`src/rtl/reg_file_2r1w_if.sv`:
```
// Bus interface for reg_file_2r1w: one write port, two registered read
// ports and the bulk-clear request/busy/done handshake.
interface reg_file_2r1w_if #(
   parameter int W_WIDTH = 32,
   parameter int ADDR_W  = 3
);
   logic               wr_en_i;
   logic [ADDR_W-1:0]  wr_addr_i;
   logic [W_WIDTH-1:0] wr_data_i;
   logic               wr_ready_o;
   logic [ADDR_W-1:0]  rd_addr_a_i;
   logic [W_WIDTH-1:0] rd_data_a_o;
   logic [ADDR_W-1:0]  rd_addr_b_i;
   logic [W_WIDTH-1:0] rd_data_b_o;
   logic               clr_req_i;
   logic               clr_busy_o;
   logic               clr_done_o;

   modport master (
      output wr_en_i, wr_addr_i, wr_data_i, rd_addr_a_i, rd_addr_b_i, clr_req_i,
      input  wr_ready_o, rd_data_a_o, rd_data_b_o, clr_busy_o, clr_done_o
   );

   modport slave (
      input  wr_en_i, wr_addr_i, wr_data_i, rd_addr_a_i, rd_addr_b_i, clr_req_i,
      output wr_ready_o, rd_data_a_o, rd_data_b_o, clr_busy_o, clr_done_o
   );
endinterface

```
`src/rtl/reg_file_2r1w.sv`:
```
// Parametrised register file, one write port, two registered read ports with
// write-first bypass, and a one-register-per-cycle bulk-clear sweep.
// Optional build macro REG_FILE_ZERO_REG_EN hardwires register 0 to zero.
//
// state   | meaning
// --------+----------------------------------------------------------
// S_IDLE  | normal operation, writes accepted, clr_req_i sampled
// S_CLEAR | sweeping reg[ptr] to zero each cycle, writes refused
// S_DONE  | one-cycle completion pulse, writes accepted, req ignored
module reg_file_2r1w #(
   parameter int W_WIDTH = 32,
   parameter int DEPTH   = 8,
   parameter int ADDR_W  = 3
) (
   input logic           CLK,
   input logic           RST,
   reg_file_2r1w_if.slave bus
);

   localparam int                IDX_W    = $clog2(DEPTH);
   localparam logic [ADDR_W:0]   DEPTH_A  = (ADDR_W+1)'(DEPTH);
   localparam logic [ADDR_W-1:0] LAST_PTR = ADDR_W'(DEPTH - 1);

   if (DEPTH < 2 || DEPTH > 256) begin : g_bad_depth
      $error("reg_file_2r1w: DEPTH must be within 2..256");
   end
   if ((64'd1 << ADDR_W) < 64'(DEPTH)) begin : g_bad_addr_w
      $error("reg_file_2r1w: ADDR_W too narrow for DEPTH");
   end

   typedef enum logic [1:0] {S_IDLE, S_CLEAR, S_DONE} state_t;

   state_t             state_q, state_d;
   logic [ADDR_W-1:0]  ptr_q, ptr_d;
   logic [W_WIDTH-1:0] mem_q [DEPTH];
   logic [W_WIDTH-1:0] mem_d [DEPTH];
   logic [W_WIDTH-1:0] rd_data_a_q, rd_data_a_d;
   logic [W_WIDTH-1:0] rd_data_b_q, rd_data_b_d;

   logic wr_ready;
   logic wr_acc;

   assign wr_ready = (state_q != S_CLEAR);

   // Write acceptance: ready, in range, and (optionally) not the zero register.
   always_comb begin
      wr_acc = bus.wr_en_i && wr_ready && ({1'b0, bus.wr_addr_i} < DEPTH_A);
`ifdef REG_FILE_ZERO_REG_EN
      if (bus.wr_addr_i == '0) wr_acc = 1'b0;
`endif
   end

   // Clear sequencer next state and pointer.
   always_comb begin
      state_d = state_q;
      ptr_d   = ptr_q;
      case (state_q)
         S_IDLE: begin
            if (bus.clr_req_i) begin
               state_d = S_CLEAR;
               ptr_d   = '0;
            end
         end
         S_CLEAR: begin
            if (ptr_q == LAST_PTR) begin
               state_d = S_DONE;
               ptr_d   = '0;
            end else begin
               ptr_d = ptr_q + ADDR_W'(1);
            end
         end
         S_DONE:  state_d = S_IDLE;
         default: state_d = S_IDLE;
      endcase
   end

   // Next storage contents; reads take this so both bypass cases fall out.
   always_comb begin
      mem_d = mem_q;
      if (wr_acc) mem_d[bus.wr_addr_i[IDX_W-1:0]] = bus.wr_data_i;
      if (state_q == S_CLEAR) mem_d[ptr_q[IDX_W-1:0]] = '0;
`ifdef REG_FILE_ZERO_REG_EN
      mem_d[0] = '0;
`endif
   end

   // Read port data, zero for out-of-range addresses.
   always_comb begin
      rd_data_a_d = '0;
      rd_data_b_d = '0;
      if ({1'b0, bus.rd_addr_a_i} < DEPTH_A) rd_data_a_d = mem_d[bus.rd_addr_a_i[IDX_W-1:0]];
      if ({1'b0, bus.rd_addr_b_i} < DEPTH_A) rd_data_b_d = mem_d[bus.rd_addr_b_i[IDX_W-1:0]];
   end

   // State, pointer, storage and read registers.
   always_ff @(posedge CLK or negedge RST) begin
      if (!RST) begin
         state_q     <= S_IDLE;
         ptr_q       <= '0;
         rd_data_a_q <= '0;
         rd_data_b_q <= '0;
         for (int i = 0; i < DEPTH; i++) mem_q[i] <= '0;
      end else begin
         state_q     <= state_d;
         ptr_q       <= ptr_d;
         rd_data_a_q <= rd_data_a_d;
         rd_data_b_q <= rd_data_b_d;
         mem_q       <= mem_d;
      end
   end

   assign bus.wr_ready_o  = wr_ready;
   assign bus.clr_busy_o  = (state_q == S_CLEAR);
   assign bus.clr_done_o  = (state_q == S_DONE);
   assign bus.rd_data_a_o = rd_data_a_q;
   assign bus.rd_data_b_o = rd_data_b_q;

endmodule

```
`src/flat_wrapper.sv`:
```
// flat-port wrapper written by rule: the top's interface ports become plain ports
module reg_file_2r1w_flat 
#(
   parameter int W_WIDTH = 32,
   parameter int DEPTH   = 8,
   parameter int ADDR_W  = 3
)
  (CLK, RST, bus_wr_en_i, bus_wr_addr_i, bus_wr_data_i, bus_rd_addr_a_i, bus_rd_addr_b_i, bus_clr_req_i, bus_wr_ready_o, bus_rd_data_a_o, bus_rd_data_b_o, bus_clr_busy_o, bus_clr_done_o);
  reg_file_2r1w_if #(.W_WIDTH(W_WIDTH), .ADDR_W(ADDR_W)) bus_i ();
  input logic CLK;
  input logic RST;
  input wire logic [$bits(bus_i.wr_en_i)-1:0] bus_wr_en_i;
  input wire logic [$bits(bus_i.wr_addr_i)-1:0] bus_wr_addr_i;
  input wire logic [$bits(bus_i.wr_data_i)-1:0] bus_wr_data_i;
  input wire logic [$bits(bus_i.rd_addr_a_i)-1:0] bus_rd_addr_a_i;
  input wire logic [$bits(bus_i.rd_addr_b_i)-1:0] bus_rd_addr_b_i;
  input wire logic [$bits(bus_i.clr_req_i)-1:0] bus_clr_req_i;
  output wire logic [$bits(bus_i.wr_ready_o)-1:0] bus_wr_ready_o;
  output wire logic [$bits(bus_i.rd_data_a_o)-1:0] bus_rd_data_a_o;
  output wire logic [$bits(bus_i.rd_data_b_o)-1:0] bus_rd_data_b_o;
  output wire logic [$bits(bus_i.clr_busy_o)-1:0] bus_clr_busy_o;
  output wire logic [$bits(bus_i.clr_done_o)-1:0] bus_clr_done_o;
  assign bus_i.wr_en_i = bus_wr_en_i;
  assign bus_i.wr_addr_i = bus_wr_addr_i;
  assign bus_i.wr_data_i = bus_wr_data_i;
  assign bus_i.rd_addr_a_i = bus_rd_addr_a_i;
  assign bus_i.rd_addr_b_i = bus_rd_addr_b_i;
  assign bus_i.clr_req_i = bus_clr_req_i;
  assign bus_wr_ready_o = bus_i.wr_ready_o;
  assign bus_rd_data_a_o = bus_i.rd_data_a_o;
  assign bus_rd_data_b_o = bus_i.rd_data_b_o;
  assign bus_clr_busy_o = bus_i.clr_busy_o;
  assign bus_clr_done_o = bus_i.clr_done_o;
  reg_file_2r1w #(.W_WIDTH(W_WIDTH), .DEPTH(DEPTH), .ADDR_W(ADDR_W)) u_core (.CLK(CLK), .RST(RST), .bus(bus_i));
endmodule
```
`config.mk`:
```
export PLATFORM = sky130hd
export DESIGN_NAME = reg_file_2r1w_flat
export DESIGN_NICKNAME = d
export VERILOG_FILES = /design/src/rtl/reg_file_2r1w_if.sv /design/src/rtl/reg_file_2r1w.sv /design/src/flat_wrapper.sv
export SDC_FILE = /design/constraint.sdc
export NUM_CORES = 1
export LEC_CHECK = 0
export CORE_MARGIN = 3
export CORE_UTILIZATION = 30
export DETAILED_ROUTE_END_ITERATION = 10
export PLACE_DENSITY_LB_ADDON = 0.2
export SYNTH_ARGS = -nofsm -noshare
export SYNTH_HDL_FRONTEND = slang
export SYNTH_SLANG_ARGS = --single-unit
```
`constraint.sdc`:
```
create_clock -name CLK -period 6.3 [get_ports CLK]
set_input_delay 0.945 -clock CLK [delete_from_list [all_inputs] [get_ports CLK]]
set_output_delay 0.945 -clock CLK [all_outputs]
set_load 0.01 [all_outputs]
```
==> impl_results.md, run 1 <==
* Met3 wire length at 6.35 mm
* CTS Hold Bufs at 0
* Outcome: finished clean
* DIE WIDTH at 248 um
* Global-route wire length before repair at 107 mm
* Vias per cell at 6.00
* Post-synthesis register bit count at 325
* PostCTS Resize Cnt at 0
* Core Region at 57,000 sq um
* Pwr dens at 432 nW/um^2
* Uppermost routed layer: met4
* WL per Instance at 28.1 um
* Clk Latency, worst-skew pair at 0.56 ns
* Dpl cells at 2,503
* Total gr overflow at 0
* Setup-failing EPs final at 0
* Crit start category: flip-flop
* Commonest cells post-synth: 325 x dfrtp_1, 206 x nand2_1, 166 x a21oi_1
* Total power draw at 8.82 mW
* Asr flop ratio synth at 1.00
* Final wirelength at 72.3 mm
* Syn avg cell area at 9.86 sq um
* Sink Count at 325
* Yosys warns at 0
* Bufs on Longest Clock Path at 3
* Mapped Cells at 1,776
* Via count at 15,424
* Synth Net Count at 1,823
* Worst Tran Pin Value at 1.38 ns
* Top-area cell type share of the netlist area at 0.465
* VDD IR-drop max at 0.429 mV
* Post-CTS Setup Inserts at 0
* Worst-path clk slew at 0.06 ns
* Synth area leaders: dfrtp_1 46%, mux2i_1 7.2%, a21oi_1 4.7%
* Num CTS Buffers at 39
* Port bufs at 111
* GRT Total Usage at 0.236
* Die ar. at 61,300 sq um
* Most numerous cell in the Yosys netlist: dfrtp_1
* Fin crit period at 3.80 ns
* P&R area growth vs syn at 16.6%
* Pin count of the biggest net entering global routing at 154
* Worst slack at placement at 1.77 ns
* Dpl hpwl at 46.2 mm
* Hold Vio Cnt, Final at 0
* Req. time, crit path at 6.69 ns
* H-tree levels at 2
* Initial antenna violation count at 0
* Initial Util at 0.307
* Post-synth EDFFs at 0
* Max-slew violations at 0
* Nets at 1,835
* Ports at 112
* N_diodes at 0
* DRC viols at 0
* Library cells used by synthesis at 69
* Synthesized area at 17,500 sq um
* DR iter-0 viols at 1,632
* Relative slew slack at 0.0753
* CP max FO at 18
* Antenna-violating nets left at 0
* Layout cell share with drive strength beyond 1 at 0.123
* RSZ-0062 raised after global routing: false
* Final GP Congestion at 0.899
* Number of global-route vias before repair at 15,711
* Sum Neg Setup Slack at 0 ns
* M1 wire length at 31.2 mm
* Period utilization at 0.604
* Met2 wire len at 32.3 mm
* Max-Cap Viols at 0
* Post-synth top flop: dfrtp_1
* Leakage Power at 8.96 nW
* Critical path type: reg2reg
* Drt first pass iters at 5
* CP endpoint kind: flip-flop
* Final cell count without fillers at 2,572
* Worst clock skew at 0.0119 ns
* CTS root buf: clkbuf_16
* Min-Delay Path Class: in2async
* Sequential element share of the synthesized area at 0.465
* CP Data Arrival Time at 4.19 ns
* Crit path launch: u_core.ptr_q[1]
* Std-Cell Rows at 87
* Die Height at 248 um
* Fmax at 0.263 GHz
* R2R Path Start: u_core.ptr_q[1]
* CTS tree: yes
* Final setup margin at 2.50 ns
* Synth area leader: dfrtp_1
critical path, stage by stage (launching register included):
cell and delay, ns:
dfrtp_1 0.79, nand3b_2 0.42, nor2_2 1.00, buf_4 0.48
a21oi_1 0.11, mux4_2 0.54, nor2_1 0.14, a211oi_1 0.12
registers in the layout, summed over array words and instances (netlist names):
name                    flops
u_core.mem_q              256
u_core.bus.rd_data_a_o     32
u_core.state_q              2
u_core.bus.rd_data_b_o     32
u_core.ptr_q                3
power by group:
part           switching, mW  internal [mW]
logic                   2.22           1.17
clock network          0.934           1.44
registers              0.286           2.78
stage by stage:
step           area (sq um)  hold slack (ns)  utilization
2_1_floorplan         17500            0.461            -
3_3_place_gp          19100            0.489        0.335
3_5_place_dp          19100            0.519        0.335
4_1_cts               20400            0.510        0.358
5_1_grt               20400            0.534        0.358
6_report              20400            0.452        0.358
path summary, 6_finish.rpt:
path | slack (ns) | cells past startpoint | to
setup reg to reg | 2.50 | 7 | u_core.bus.rd_data_b_o[19]
hold reg to reg | 0.52 | 1 | u_core.state_q[0]
setup / recovery | 2.50 | 7 | u_core.bus.rd_data_b_o[19]
max in group asynchronous | 4.30 | 2 | u_core.mem_q[28]
hold / removal | 0.45 | 1 | u_core.bus.rd_data_a_o[21]
min in group CLK | 0.52 | 1 | u_core.state_q[0]
metal layers:
layer	up-vias	global-route usage
met4	0	0.0836
met5	-	0
li1	6593	-
met1	7849	0.327
met3	164	0.0562
met2	818	0.360
cell type report:
class	instances	area, sq um
clock buffer	54	1110
clock inverter	15	208
fill	5718	36600
inverter	15	63.8
multi-input combinational	1248	8490
sequential	325	8130
tap	756	946
timing repair buffer	159	1460
cell families after synthesis:
family,count (synthesis),share of synthesized area
adders and majority gates,2,0.00143
AOI/OAI and AO/OA,503,0.190
and+or+nand+nor,544,0.148
muxes,199,0.142
buffers and inverters,203,0.0537
DFF,325,0.465
layout by cell type, fill, tap and decap left out, types with 36 or more instances in the layout:
| master | n |
|---|---|
| dfrtp_1 | 325 |
| nand2_1 | 206 |
| a21oi_1 | 166 |
| nor2_1 | 148 |
| mux2i_1 | 126 |
| clkdlybuf4s50_1 | 103 |
| o31ai_1 | 67 |
| nand4_1 | 65 |
| buf_4 | 49 |
| o21ai_0 | 47 |
| a211oi_1 | 42 |
| clkbuf_16 | 41 |
| o22ai_1 | 38 |
| mux2_2 | 37 |
| mux4_2 | 36 |
Power figures use the tool's default switching activity.
==> run 2, diff against run 1 <==
- clock period: 6.3 -> 3.7 ns (I/O delays scaled with it)
==> run 2 against run 1 <==
First-iteration DRC count down 9.4%. Critical endpoint is now bus_wr_ready_o. Utilization up 0.78 points. Flip-flop and latch count unchanged. Largest power group unchanged.
==> impl_results.md, run 2 (synthesized netlist as in run 1, its figures left out) <==
* Outcome: finished clean
* CP Data Arrival Time at 2.73 ns
* GRT Total Usage at 0.234
* Port bufs at 111
* Crit path launch: u_core.state_q[0]
* CP endpoint kind: output pin
* Die ar. at 61,300 sq um
* RSZ-0062 raised after global routing: false
* Ports at 112
* Via count at 15,683
* Leakage Power at 9.23 nW
* Top reg by flops: u_core.mem_q
* Max-slew violations at 0
* Initial Util at 0.307
* WL per Instance at 27.6 um
* Num CTS Buffers at 39
* Die Height at 248 um
* CTS tree: yes
* Critical path type: reg2out
* Final cell count without fillers at 2,620
* Setup-failing EPs final at 0
* Initial antenna violation count at 0
* DR iter-0 viols at 1,479
* Fmax at 0.304 GHz
* Clk Latency, worst-skew pair at 0.57 ns
* Delay-heaviest family, CP: buffers and inverters
* Relative slew slack at 0.103
* Worst path bufs/invs at 3
* Nets at 1,883
* Total gr overflow at 0
* Number of global-route vias before repair at 15,842
* Critical Path Max Stage Delay at 0.64 ns
* Max-Cap Viols at 0
* Commonest non-fill, non-tap cell in the layout: dfrtp_1
* Core Region at 57,000 sq um
* Drt first pass iters at 7
* Crit start category: flip-flop
* Dpl cells at 2,550
* Antenna-violating nets left at 0
* Pwr dens at 723 nW/um^2
* Std-Cell Rows at 87
* Hold Vio Cnt, Final at 0
* Layout cell share with drive strength beyond 1 at 0.145
* VDD IR-drop max at 0.357 mV
* Slowest cell on crit path: clkdlybuf4s50_1
* Pin count of the biggest net entering global routing at 126
* Min-Delay Path Class: in2async
* Dpl hpwl at 46.6 mm
* Fin crit period at 3.29 ns
* CP max FO at 50
* Worst path cell trace: and2b_4, inv_8, buf_4, clkdlybuf4s50_1
* DRC viols at 0
* Worst Tran Pin Value at 1.34 ns
* Worst clock skew at 0.0291 ns
* Global-route wire length before repair at 107 mm
* P&R area growth vs syn at 19.1%
* Max reg flops at 256
* Final wirelength at 72.4 mm
* DIE WIDTH at 248 um
* Vias per cell at 5.99
* Period utilization at 0.889
* Most frequent cells in the layout: 325 x dfrtp_1, 206 x nand2_1, 166 x a21oi_1, 148 x nor2_1, 126 x mux2i_1
* Worst-path clk slew at 0.06 ns
* Bufs on Longest Clock Path at 3
* CTS root buf: clkbuf_16
* Sum Neg Setup Slack at 0 ns
* Sink Count at 325
* N_diodes at 0
* Req. time, crit path at 3.14 ns
* Final GP Congestion at 0.888
* R2R Path Start: u_core.state_q[0]
* H-tree levels at 2
## run 2: changes by cell type in the layout (fill, tap and decap cells not counted), moves of 2 or more
cell        change
clkbuf_8        +6
buf_4          +37
buf_12         +10
bufinv_16       -3
clkinvlp_4      -2
## run 2: cell type report
cell class / count / area [sq um]
Clock inverter: 11 / 123
Timing Repair Buffer: 207 / 1950
Inverter: 15 / 63.8
Tap cell: 756 / 946
Fill cell: 5689 / 36200
Sequential cell: 325 / 8130
Clock buffer: 58 / 1170
Multi-Input combinational cell: 1248 / 8480
## run 2: worst paths after layout
path	slack (ns)	cells past startpoint	endpoint
setup / recovery	0.41	4	bus_wr_ready_o
hold / removal	0.50	2	u_core.mem_q[4]
setup reg to reg	0.55	7	u_core.bus.rd_data_a_o[28]
hold reg to reg	0.51	1	u_core.state_q[0]
max in group asynchronous	2.07	3	u_core.bus.rd_data_b_o[10]
min in group CLK	0.51	1	u_core.state_q[0]
## run 2: per-layer routing
metal  GRT usage  routed length [um]  share of wire  vias up
li1            -                   -              -     6687
met1       0.326               31200           0.43     7997
met2       0.362               32500           0.45      855
met3      0.0457                6160          0.085      144
met4      0.0865                2560          0.035        0
met5           0                   0              0        -
## run 2: what timing repair did
item                      in CTS  in global routing
hold buffers                   1                  0
gates resized for setup        0                  0
hold endpoints to repair      41                  0
buffers inserted               0                  0
## run 2: power by group
group	switching, mW	internal, mW	leakage [nW]	total, mW
Sequential	0.435	4.73	4.39	5.17
Combinational	3.84	2.14	4.20	5.99
Clock	1.60	2.33	0.638	3.93
Total	5.88	9.20	9.23	15.1
## run 2: per-stage QoR
stage                     setup slack [ns]   util  power (mW)  area, sq um  hold WS, ns
final                                0.411  0.366        15.1        20900        0.500
after global routing                 0.299  0.366        15.8        20900        0.545
after CTS                            0.404  0.366        15.1        20900        0.496
after detailed placement            0.0313  0.343        11.1        19600        0.501
after global placement              0.0755  0.343        11.0        19600        0.486
after floorplan                       1.26      -        8.81        17500        0.259
==> run 3, diff against run 2 <==
- PLACE_DENSITY_LB_ADDON: 0.2 -> 0.08
- SLEW_MARGIN: not set -> 20
==> run 3 against run 2 <==
Die area unchanged. Highest routed layer is now met5. Via count decreased by 2.0%. Sequential share of layout area decreased by 0.61 points.
==> impl_results.md, run 3 (synthesized netlist as in run 1, its figures left out) <==
* Drt first pass iters at 5
* Final wirelength at 76.3 mm
* CP Data Arrival Time at 2.66 ns
* CTS tree: yes
* DR iter-0 viols at 1,203
* Ports at 112
* Most frequent cells in the layout: 325 x dfrtp_1, 206 x nand2_1, 166 x a21oi_1, 148 x nor2_1, 126 x mux2i_1
* Clock Power Share at 0.282
* Vias per cell at 5.84
* Global-route wire length before repair at 111 mm
* DIE WIDTH at 248 um
* Dpl hpwl at 50.1 mm
* Total power draw at 15.7 mW
* Sw frac at 0.385
* CTS Hold Bufs at 0
* Post-CTS Setup Inserts at 0
* Crit start category: flip-flop
* Die ar. at 61,300 sq um
* Period utilization at 0.869
* P&R area growth vs syn at 21.1%
* Clk Latency, worst-skew pair at 0.58 ns
* Final GP Congestion at 0.867
* Final cell count without fillers at 2,632
* Worst-path clk slew at 0.06 ns
* Bufs on Longest Clock Path at 3
* Port bufs at 111
* VDD IR-drop max at 0.368 mV
* CP endpoint kind: output pin
* H-tree levels at 2
* Via count at 15,366
* Pin count of the biggest net entering global routing at 95
* Std-Cell Rows at 87
* Int Pwr at 9.66 mW
* Max reg flops at 256
* Total gr overflow at 0
* Core Region at 57,000 sq um
* PostCTS Resize Cnt at 0
* Seq pwr share at 0.328
* Combinational power share at 0.390
* Initial Util at 0.307
* Relative slew slack at 0.194
* Pwr dens at 742 nW/um^2
* Dpl cells at 2,556
* Leakage Power at 9.39 nW
* Num CTS Buffers at 41
* Layout cell share with drive strength beyond 1 at 0.154
* Outcome: finished clean
* Initial antenna violation count at 5
* Sink Count at 325
* Top reg by flops: u_core.mem_q
* RSZ-0062 raised after global routing: false
* DRC viols at 0
* CP max FO at 37
* Net Switching at 6.06 mW
* Sum Neg Setup Slack at 0 ns
* Req. time, crit path at 3.14 ns
* Worst Tran Pin Value at 1.20 ns
* Hold Vio Cnt, Final at 0
* GRT Total Usage at 0.247
* Critical path type: reg2out
* Antenna-violating nets left at 0
* Die Height at 248 um
* Fmax at 0.311 GHz
* Nets at 1,890
* WL per Instance at 29.0 um
* Max-slew violations at 0
* Setup-failing EPs final at 0
* Min-Delay Path Class: in2async
* Fin crit period at 3.21 ns
* N_diodes at 0
* Commonest non-fill, non-tap cell in the layout: dfrtp_1
* CTS root buf: clkbuf_16
* Max-Cap Viols at 0
* Number of global-route vias before repair at 15,296
* Worst clock skew at 0.0179 ns
-- run 3: area by class of cell --
| type | instances | area [sq um] |
|---|---|---|
| clock inverters | 17 | 239 |
| flip-flops and latches | 325 | 8130 |
| multi-input cells | 1248 | 8490 |
| repair buffers | 212 | 2080 |
| well taps | 756 | 946 |
| inverters | 15 | 63.8 |
| fillers | 5698 | 35800 |
| clock buffers | 59 | 1240 |
-- run 3: final timing paths --
kind	from	endpoint	slack (ns)	cells after the start
setup / recovery	u_core.state_q[0]	bus_wr_ready_o	0.49	4
hold / removal	RST	u_core.mem_q[216]	0.009	1
setup reg to reg	u_core.ptr_q[2]	u_core.bus.rd_data_b_o[2]	0.63	6
hold reg to reg	u_core.state_q[1]	u_core.state_q[0]	0.51	1
max in group asynchronous	RST	u_core.bus.rd_data_b_o[25]	2.73	2
min in group CLK	u_core.state_q[1]	u_core.state_q[0]	0.51	1
-- run 3: worst max-delay path, cell delays in order, from the launching register on --
cell,delay (ns)
dfrtp_1,0.44
and2b_4,0.29
inv_8,0.21
buf_4,0.47
clkdlybuf4s50_1,0.64
-- run 3: metal layers --
layer  part of all wire  GRT usage  up-vias  routed length (um)
met5            0.00014          0        -                  11
met4              0.031     0.0759        2                2350
met3              0.081     0.0634      132                6160
met2               0.44      0.372      674               33700
met1               0.45      0.349     7841               34100
li1                   -          -     6717                   -
-- run 3: metrics by stage --
stage	area, sq um	utilization	hold slack, ns	setup WS (ns)
after floorplan	17500	-	0.259	1.26
after global placement	19700	0.345	0.496	0.304
after detailed placement	19700	0.346	0.498	0.284
after CTS	21200	0.371	0.0533	0.473
after global routing	21200	0.372	0.0622	0.405
final	21200	0.372	0.00907	0.486
-- run 3: power by group through the flow --
stage                     Sequential, mW  Clock [mW]  Combinational, mW
after floorplan                     5.14           0               3.67
after CTS                           5.16        4.51               6.07
after global routing                5.27        4.67               6.60
final                               5.16        4.43               6.13
after global placement              5.20           0               6.01
after detailed placement            5.21           0               6.05
